**config.mk**
```make
export PLATFORM = sky130hd
export DESIGN_NAME = pc_fetch
export DESIGN_NICKNAME = d
export VERILOG_FILES = /design/src/rtl/pc_fetch_pkg.sv /design/src/rtl/pc_fetch_npc_calc.sv /design/src/rtl/pc_fetch.sv
export SDC_FILE = /design/constraint.sdc
export NUM_CORES = 1
export LEC_CHECK = 0
export ABC_CLOCK_PERIOD_IN_PS = 4000
export CORE_UTILIZATION = 50
export CTS_BUF_LIST = sky130_fd_sc_hd__clkbuf_2
export DETAILED_ROUTE_END_ITERATION = 8
export PLACE_DENSITY = 0.81
export SETUP_SLACK_MARGIN = 0.1
export SKIP_LAST_GASP = 1
export SLEW_MARGIN = 15
export SYNTH_ARGS = -nofsm -noshare
export SYNTH_HDL_FRONTEND = slang
export SYNTH_SLANG_ARGS = --single-unit
```
**constraint.sdc**
```tcl
create_clock -name clk -period 4 [get_ports clk]
set_input_delay 1.2 -clock clk [delete_from_list [all_inputs] [get_ports clk]]
set_output_delay 1.2 -clock clk [all_outputs]
set_load 0.02 [all_outputs]
```
**src/rtl/pc_fetch_pkg.sv**
```systemverilog
// rtl/pc_fetch_pkg.sv - shared phase encodings, opcodes and reset PC for the multi-cycle core
package pc_fetch_pkg;

  localparam int PHASE_W = 3;

  typedef enum logic [PHASE_W-1:0] {
    S0 = 3'd0,
    S1 = 3'd1,
    S2 = 3'd2,
    S3 = 3'd3
  } phase_e;

  localparam logic [5:0] OP_ADD  = 6'b000000;
  localparam logic [5:0] OP_ADDI = 6'b001000;
  localparam logic [5:0] OP_SW   = 6'b101011;
  localparam logic [5:0] OP_LW   = 6'b100011;
  localparam logic [5:0] OP_BGTZ = 6'b000111;
  localparam logic [5:0] OP_J    = 6'b000010;
  localparam logic [5:0] OP_LUI  = 6'b001111;
  localparam logic [5:0] OP_ORI  = 6'b001101;

  localparam logic [31:0] RESET_PC_DEFAULT = 32'h0000_0000;

endpackage

```
**src/rtl/pc_fetch_npc_calc.sv**
```systemverilog
// rtl/pc_fetch_npc_calc.sv - combinational branch/jump target and taken decision
module npc_calc (
  input  logic [31:0] pc_plus4,
  input  logic [31:0] ir,
  input  logic [31:0] rs_data,
  input  logic        j_en,
  input  logic        bgtz_en,
  output logic [31:0] target,
  output logic        taken
);

  logic [31:0] j_target;
  logic [31:0] b_target;
  logic        rs_gt_zero;
  logic        unused_opcode;

  assign unused_opcode = &{1'b0, ir[31:26]};

  assign j_target   = {pc_plus4[31:28], ir[25:0], 2'b00};
  assign b_target   = pc_plus4 + {{14{ir[15]}}, ir[15:0], 2'b00};
  assign rs_gt_zero = !rs_data[31] && (rs_data != 32'd0);

  // Jump has priority when the control unit raises both qualifiers.
  assign target = j_en ? j_target : b_target;
  assign taken  = j_en || (bgtz_en && rs_gt_zero);

endmodule

```
**src/rtl/pc_fetch.sv**
```systemverilog
// rtl/pc_fetch.sv - PC, instruction register and next-PC selection; optional FETCH_RETIRE_CNT_EN
module pc_fetch
  import pc_fetch_pkg::*;
#(
  parameter logic [31:0] RESET_PC = RESET_PC_DEFAULT,
  parameter int          IMEM_AW  = 8
) (
  input  logic               clk,
  input  logic               rst_n,
  input  logic [PHASE_W-1:0] curr_state,
  input  logic               Branch,
  input  logic               j_en,
  input  logic               bgtz_en,
  input  logic [31:0]        rs_data,
  output logic [IMEM_AW-1:0] imem_addr,
  input  logic [31:0]        imem_rdata,
  output logic [31:0]        ir,
  output logic [5:0]         instr,
  output logic [31:0]        pc,
  output logic [31:0]        pc_plus4,
  output logic               redirect,
`ifdef FETCH_RETIRE_CNT_EN
  output logic [31:0]        retire_cnt,
`endif
  output logic               range_err
);

  logic [31:0] target;
  logic [31:0] npc_target;
  logic        npc_taken;
  logic [31:0] next_pc;
  logic        is_s0;
  logic        is_s2;
  logic        is_s3;
  logic        next_out_of_range;

  assign is_s0 = (curr_state == S0);
  assign is_s2 = (curr_state == S2);
  assign is_s3 = (curr_state == S3);

  assign pc_plus4  = pc + 32'd4;
  assign imem_addr = pc[IMEM_AW+1:2];
  assign instr     = ir[31:26];
  assign next_pc   = redirect ? target : pc_plus4;

  // Any bit above the word-address field means the fetch lands outside imem.
  assign next_out_of_range = ((next_pc >> (IMEM_AW + 2)) != 32'd0);

  npc_calc u_npc_calc (
    .pc_plus4 (pc_plus4),
    .ir       (ir),
    .rs_data  (rs_data),
    .j_en     (j_en),
    .bgtz_en  (bgtz_en),
    .target   (npc_target),
    .taken    (npc_taken)
  );

  always_ff @(posedge clk or negedge rst_n) begin
    if (!rst_n) begin
      ir <= 32'd0;
    end else if (is_s0) begin
      ir <= imem_rdata;
    end
  end

  always_ff @(posedge clk or negedge rst_n) begin
    if (!rst_n) begin
      target   <= 32'd0;
      redirect <= 1'b0;
    end else if (is_s2 && Branch) begin
      redirect <= npc_taken;
      if (npc_taken) begin
        target <= npc_target;
      end
    end else if (is_s3) begin
      redirect <= 1'b0;
    end
  end

  always_ff @(posedge clk or negedge rst_n) begin
    if (!rst_n) begin
      pc        <= RESET_PC;
      range_err <= 1'b0;
    end else if (is_s3) begin
      pc <= next_pc;
      if (next_out_of_range) begin
        range_err <= 1'b1;
      end
    end
  end

`ifdef FETCH_RETIRE_CNT_EN
  always_ff @(posedge clk or negedge rst_n) begin
    if (!rst_n) begin
      retire_cnt <= 32'd0;
    end else if (is_s3) begin
      retire_cnt <= retire_cnt + 32'd1;
    end
  end
`endif

endmodule

```
---- After elaboration in Yosys (flattened, before gate mapping) ----
Cells that the tools add are included.
operators by class
  $add $sub $neg .......................... 2
  eq/ne operators ......................... 2
  multiplexer cells ....................... 4
  reduce and logical (&&, ||, !) cells .... 11
operator list
  operator                                        number
  2-to-1 mux 32 bit                               2
  nonzero test 32 bit                             2
  adder 32 x 3 -> 32 bit (second input constant)  1
  adder 32 bit                                    1
  == test 3 x 2 -> 1 bit (second input constant)  2
  AND reduction 2 bit                             2
  logical AND 1 bit                               3
  zero test 3 bit                                 1
  2-to-1 mux 1 bit                                2
  nonzero test 2 bit                              1
  zero test 1 bit                                 1
  logical OR 1 bit                                1
storage, ports and cells
  bits in registers ....................... 98
  bits of input ports ..................... 72
  word-level logic and storage cells ...... 24

---- Longest topological paths before layout ----
Gate-level depths: netlist (run 1).
  word-level depth ........................ 5
  mapped depth ............................ 18

---- Hierarchy ----
From an unflattened synthesis (run 1), not the netlist that was laid out.
unflattened totals
  cells, all modules ...................... 781
  area, all modules ....................... 7054.3 um^2
modules (own cells, without submodules)
  module    instances  cells an instance  area an instance (um^2)  sequential area each (um^2)
  pc_fetch  1          465                5023.6                   2452.4
  npc_calc  1          316                2030.7                   0.0

---- Worst setup path after synthesis (run 1) ----
OpenSTA, ideal clock, no wires.
  path type ............................... reg2reg
  from .................................... register pc[8]
  to ...................................... register target[28]
  setup time .............................. 0.127 ns
  data arrival time ....................... 3.909 ns
  slack ................................... -0.036 ns
  cell stages (with the launch flop) ...... 17
  buffers on the path ..................... 1
  clock period less this slack ............ 4.036 ns
  cell sequence ........................... dfrtp_1 nand4_2 nor4_4 and2_1 buf_6 nand3_1 xnor2_1 ha_1 a21o_1 a21o_1 a21o_1 a21o_1 a2111oi_0 o31ai_1 o21ai_0 nor4b_1 nand3b_1
on the way
  cells in the longest elaborated chain, start to end .. 3
ends and longest elaborated chain
  item                      line                     source
  start: declaration        pc_fetch.sv:19           output logic [31:0] pc,
  start signal: assignment  pc_fetch.sv:86           pc <= next_pc;
  adder 32 x 3 -> 32 bit    pc_fetch.sv:41           assign pc_plus4 = pc + 32'd4;
  named net pc_plus4[21]    pc_fetch.sv:20           output logic [31:0] pc_plus4,
  adder 32 bit              pc_fetch_npc_calc.sv:20  assign b_target = pc_plus4 + {{14{ir[15]}}, ir[15:0], 2'b00};
  2-to-1 mux 32 bit         pc_fetch_npc_calc.sv:24  assign target = j_en ? j_target : b_target;
  end signal: assignment    pc_fetch.sv:74           target <= npc_target;
  end: declaration          pc_fetch.sv:28           logic [31:0] target;
The timed path passes the listed nets, and every way through them passes these cells.
A chain may end at the register's enable or synchronous reset.

---- Worst setup path in the final report (run 1) ----
  from .................................... register pc[12]
  to ...................................... output pc_plus4[21]
on the way
  cells in the longest elaborated chain, start to end .. 1
ends and longest elaborated chain
  item                    line
  adder 32 x 3 -> 32 bit  pc_fetch.sv:41
  end: declaration        pc_fetch.sv:20
No other way between the ends.

==> results.py, run 1 <==
metrics = {
    "outcome": {
        "status": "finished clean",
    },
    "cts": {
        "clock_latency_ps": 660,
        "htree_levels": 3,
        "cts.sinks": 98,
        "hold_buffers": 0,
        "clkTransAtPathRegs_ps": 310,
        "cts_root_buf": "clkbuf_2",
        "cts_tree": "built",
        "cts_buffer_depth": 2,
        "cts_buffers": 9,
    },
    "synthesis": {
        "yosys-top-cells-area": "dfrtp_1, ha_1, mux2_2, o21ai_0, a21oi_1",
        "yosys_warnings": 0,
        "synth.net_count": 865,
        "yosys.area.top_type_share_pct": 35.9,
        "syn_area_sq_mm": 0.00683,
        "synth_edf_count": 0,
        "synth-main-ff-cell": "dfrtp_1",
        "async_flop_share_pct": 100,
        "synthDistinctLibCells": 75,
        "syn_inst": 756,
        "yosysTopAreaCell": "dfrtp_1",
        "synth.avg_cell_area_sq_um": 9.03,
        "synth_seq_cells": 98,
        "ys_seq_area_share_pct": 35.9,
    },
    "finish": {
        "stdcell_area_sq_mm": 0.00941,
        "mostFrequentLayoutCell": "clkdlybuf4s50_1",
        "fin_nets": 1064,
        "area_growth_pct": 37.8,
        "nFillCells": 985,
        "final_cell_mix": "clkdlybuf4s50_1, dfrtp_1, o21ai_0",
        "drive_above_1_share_pct": 21.7,
    },
    "timing": {
        "post-route-period-util_pct": 96.2,
        "finalClockSkew_ps": 74.7,
        "fmax_ghz": 0.260,
        "drv_slew": 0,
        "whs_ps": 450,
        "relSlewSlack_pct": 31.1,
        "setup_viol": 0,
        "rsz0062_at_grt": "yes",
        "fin_setup_tns_ps": 0,
        "hold_viol_final": 0,
        "finalCriticalPeriod_ps": 3850,
        "worstMarginPinSlew_ps": 1030,
        "fin_ws_ps": 152,
    },
    "critical_path": {
        "crit_fanout": 6,
        "worstSetupPathType": "reg -> out",
        "rrSetupSlack_ps": 190,
        "crit_path_start_kind": "flip-flop",
        "cp.arrival_ps": 2650,
        "crit_required_ps": 2800,
        "critPathCaptureType": "output port",
    },
    "global_route": {
        "grt_antenna_before_repair": 1,
        "grt_overflow": 0,
        "grt_pass1_wl_mm": 32.0,
        "grt_usage_pct": 28.8,
        "grt_max_degree": 56,
        "grt_pass1_vias": 6168,
    },
    "power_and_ir_drop": {
        "sequentialPowerShare_pct": 27.4,
        "p_int_mw": 3.29,
        "p_total_mw": 6.26,
        "p_clk_share_pct": 8.0,
        "ir_worst_vdd_v": 0.000357,
        "p_leak_nw": 4.02,
        "power_density_mw_per_mm2": 666,
        "swShare_pct": 47.4,
        "combPwrFrac_pct": 64.6,
        "p_sw_mw": 2.97,
    },
    "floorplanning": {
        "die_x_um": 119,
        "dieArea_sq_mm": 0.0141,
        "initial_core_util_pct": 51.4,
        "io_pins": 184,
        "core_sq_mm": 0.0133,
        "dieHeight_um": 119,
        "rows": 42,
    },
    "place": {
        "dp_slack_ps": 9.91,
        "gp_congestion": 1.01,
        "dp_hpwl_mm": 14.9,
        "place_area_sq_mm": 0.00887,
        "io_buffers": 183,
    },
    "drt": {
        "vias": 6695,
        "wl_per_cell_um": 18.1,
        "wl_mm": 20.6,
        "drc_errors": 0,
        "first_pass_iters": 7,
        "detail-route-antenna-nets": 0,
        "first_iter_violations": 520,
        "viasPerCell": 5.89,
    },
    "job": {
        "maxCapViolations": 0,
    },
    "worst_hold_path": {
        "worstHoldPathType": "in -> async",
    },
}
## final cells by class
| class | instances | area (sq um) | area share [%] |
|---|---|---|---|
| inverter | 16 | 60.1 | 0.638 |
| clock buffer | 11 | 55.1 | 0.585 |
| timing repair buffer | 242 | 2210 | 23.5 |
| multi-input combinational | 588 | 4340 | 46.1 |
| tap | 176 | 220 | 2.34 |
| sequential | 98 | 2460 | 26.2 |
| clock inverter | 5 | 56.3 | 0.598 |
| antenna | 1 | 2.50 | 0.0266 |
## power by group through the flow
stage               logic (mW)  clock network (mW)  registers (mW)
floorplan                 2.18                   0            1.85
detailed placement        3.78                   0            1.70
CTS                       3.85               0.505            1.70
global route              4.34               0.541            1.76
global placement          3.75                   0            1.69
finish                    4.05               0.500            1.72
## logic make-up (layout without fill, tap and decap cells)
kind of cell	count (synthesis)	in the layout	share of synthesized area, %
DFF	98	98	35.9
buffers and inverters	70	274	5.18
other	0	1	0
AOI/OAI and AO/OA	211	211	19.0
adders and majority gates	37	37	6.89
muxes	54	54	8.54
and+or+nand+nor	239	239	18.1
xor gates and xnor gates	47	47	6.41
## path summary, 6_finish.rpt
check / to / from / cells after the start
setup reg to reg: target[28] / pc[12] / 16
max in group asynchronous: ir[15] / rst_n / 2
min in group clk: pc[2] / target[2] / 2
hold reg to reg: pc[2] / target[2] / 2
setup / recovery: pc_plus4[21] / pc[12] / 7
hold / removal: pc[8] / rst_n / 1
## registers in the layout (all words and copies together), names as in the netlist
signal	flops
ir	32
pc	32
target	32
range_err	1
redirect	1
## metal layers
layer	wire (um)	vias up	share of wire (%)	track usage [%]
met3	1830	40	8.9	5.03
li1	-	3127	-	-
met2	9370	339	45	44.4
met5	0	-	0	0
met4	548	0	2.7	11.4
met1	8870	3189	43	40.3
## critical path: stages, from the launching register on
cell     delay [ps]
dfrtp_1         460
inv_1           130
nor4_4          400
and2_4          210
buf_4           150
nand3_2         110
xnor2_2         280
buf_2           240
## through the flow
step | util, % | cells
floorplan | - | 756
global placement | 66.7 | 1095
detailed placement | 66.7 | 1095
CTS | 69.2 | 1119
global route | 70.8 | 1137
finish | 70.8 | 1137
## Yosys cell counts (3+ instances only)
cell type	n
a31oi_1	13
nor2_1	61
o211ai_1	5
nor3b_1	5
a21o_1	16
nand2b_1	7
clkbuf_1	21
inv_1	14
xor2_1	20
o21ai_0	71
nor2b_1	5
a22oi_1	4
nor4_1	14
mux2i_1	20
xnor2_1	25
o21bai_1	5
buf_1	9
a21oi_1	62
nor4b_1	3
buf_2	4
buf_6	3
a211oi_1	7
dfrtp_1	98
o21a_1	3
buf_4	17
nand4_1	9
nand2_1	67
and2_1	3
nand3_1	27
nor3_1	10
mux2_2	34
ha_1	36
and3_1	7
## repair_timing
item | CTS | global route
gates resized for setup | 90 | 48
pin swaps | 6 | 15
setup endpoints to repair | 31 | 29
buffers inserted | 8 | 17
No activity file was read; power rests on OpenSTA's default activity.
==> run 2: changes to the inputs <==
Settings changed: CORE_MARGIN set to 2, SKIP_LAST_GASP 1 to not set.
==> results.py, run 2 (synthesis results as in run 1) <==
metrics = {
    "drt": {
        "viasPerCell": 5.88,
        "wl_mm": 20.6,
        "detail-route-antenna-nets": 0,
        "first_iter_violations": 485,
        "drc_errors": 0,
        "first_pass_iters": 5,
        "vias": 6716,
        "wl_per_cell_um": 18.1,
    },
    "critical_path": {
        "crit_required_ps": 2800,
        "critPathMaxStageDelay_ps": 450,
        "r2r-start": "pc[3]",
        "rrSetupSlack_ps": 230,
        "crit_fanout": 5,
        "critPathLaunch": "pc[3]",
        "worstSetupPathType": "reg -> out",
        "critPathCaptureType": "output port",
        "crit_end": "pc_plus4[28]",
        "r2r_cells": 18,
        "slowest_stage": "dfrtp_1",
        "rr_endpoint": "target[28]",
        "crit_chain": "ha_2, nand2_2, nor3_4, nand3_1, nor3_2, xor2_1, clkdlybuf4s15_2",
        "crit_path_start_kind": "flip-flop",
        "cp.arrival_ps": 2720,
    },
    "timing": {
        "fin_setup_tns_ps": 0,
        "rsz0062_at_grt": "yes",
        "drv_slew": 0,
        "relSlewSlack_pct": 34.2,
        "worstMarginPinSlew_ps": 985,
        "finalCriticalPeriod_ps": 3920,
        "hold_viol_final": 0,
        "fin_ws_ps": 84.7,
        "setup_viol": 0,
        "post-route-period-util_pct": 97.9,
        "fmax_ghz": 0.255,
        "finalClockSkew_ps": 37.6,
    },
    "floorplanning": {
        "core_sq_mm": 0.0133,
        "rows": 42,
        "io_pins": 184,
        "initial_core_util_pct": 51.4,
        "die_x_um": 121,
        "dieHeight_um": 121,
        "dieArea_sq_mm": 0.0146,
    },
    "finish": {
        "mostFrequentLayoutCell": "clkdlybuf4s50_1",
        "fin_util_pct": 71.1,
        "fin_nets": 1069,
        "final_cells": 1142,
        "area_growth_pct": 38.5,
        "final_cell_mix": "clkdlybuf4s50_1, dfrtp_1, nand2_1, o21ai_0, buf_4",
        "drive_above_1_share_pct": 21.6,
        "nFillCells": 1036,
        "top_regs": "ir (32), pc (32), target (32)",
    },
    "cts": {
        "cts_buffers": 9,
        "cts_root_buf": "clkbuf_2",
        "hold_buffers": 0,
        "clock_latency_ps": 630,
        "cts_tree": "built",
        "clkTransAtPathRegs_ps": 270,
        "htree_levels": 3,
        "cts.sinks": 98,
        "cts_buffer_depth": 2,
    },
    "place": {
        "io_buffers": 183,
        "dp_hpwl_mm": 14.8,
        "dp_slack_ps": 59.0,
        "dp_cells": 1095,
        "gp_congestion": 1.01,
    },
    "power_and_ir_drop": {
        "p_total_mw": 6.23,
        "power_density_mw_per_mm2": 658,
        "p_leak_nw": 4.03,
        "ir_worst_vdd_v": 0.000325,
    },
    "outcome": {
        "status": "finished clean",
    },
    "worst_hold_path": {
        "worstHoldStart": "target[1]",
        "worstHoldPathType": "reg -> reg",
    },
    "global_route": {
        "grt_pass1_vias": 6163,
        "grt_antenna_before_repair": 1,
        "grt_pass1_wl_mm": 32.0,
        "grt_overflow": 0,
        "grt_max_degree": 65,
        "grt_usage_pct": 27.9,
    },
    "job": {
        "maxCapViolations": 0,
    },
}
[run 2: cell types whose count changed in the layout (fill, tap and decap cells not counted), sizes merged, moves of 2 or more]
cell,before,now
clkbuf,16,11
buf,70,75
clkdlybuf4s15,5,7
dlygate4sd2,3,5
[run 2: layout make-up]
type	count	area (sq um)	area share [%]
multi-input cells	588	4330	45.8
inverters	16	60.1	0.635
clock inverters	6	33.8	0.357
repair buffers	247	2290	24.2
clock buffers	10	50.0	0.529
well taps	176	220	2.33
flip-flops and latches	98	2460	26.0
diodes	1	2.50	0.0265
[run 2: worst max-delay path, delay by kind of cell (launching register included)]
| kind | cells | cell delay [ps] |
|---|---|---|
| buf+inv | 1 | 300 |
| simple gates | 4 | 820 |
| xor+xnor | 1 | 260 |
| fa+ha+maj | 1 | 250 |
| flops | 1 | 450 |
[run 2: worst min-delay path by stage]
stage | endpoint | slack, ps | cells after the start
4_1_cts | pc[1] | 560 | 2
5_1_grt | ir[23] | 580 | 1
2_1_floorplan | target[22] | 460 | 1
3_5_place_dp | target[4] | 510 | 1
3_3_place_gp | target[6] | 510 | 2
6_report | pc[1] | 550 | 2
[run 2: where the power goes]
| part | switching [mW] | internal, mW | leakage [nW] |
|---|---|---|---|
| Combinational | 2.20 | 1.89 | 2.80 |
| Clock | 0.345 | 0.0792 | 0.0568 |
| Sequential | 0.399 | 1.31 | 1.17 |
| Total | 2.94 | 3.28 | 4.03 |
[run 2: metal layers]
layer | track usage, % | vias to the layer above | share of wire [%]
met3 | 4.28 | 39 | 8.5
met5 | 0 | - | 0
met4 | 11.8 | 0 | 3.1
met1 | 39.6 | 3227 | 43
met2 | 42.3 | 320 | 45
li1 | - | 3130 | -
[run 2: what timing repair did]
| action | CTS | global route |
|---|---|---|
| endpoints found under the setup margin | 31 | 34 |
| setup buffers | 9 | 21 |
| resized for setup | 89 | 46 |
| pin swaps | 8 | 18 |
[run 2: per-stage QoR]
step / cell area [sq um] / hold slack (ps)
2_1_floorplan: 6850 / 464
3_3_place_gp: 8880 / 510
3_5_place_dp: 8880 / 509
4_1_cts: 9180 / 559
5_1_grt: 9460 / 580
6_report: 9460 / 554
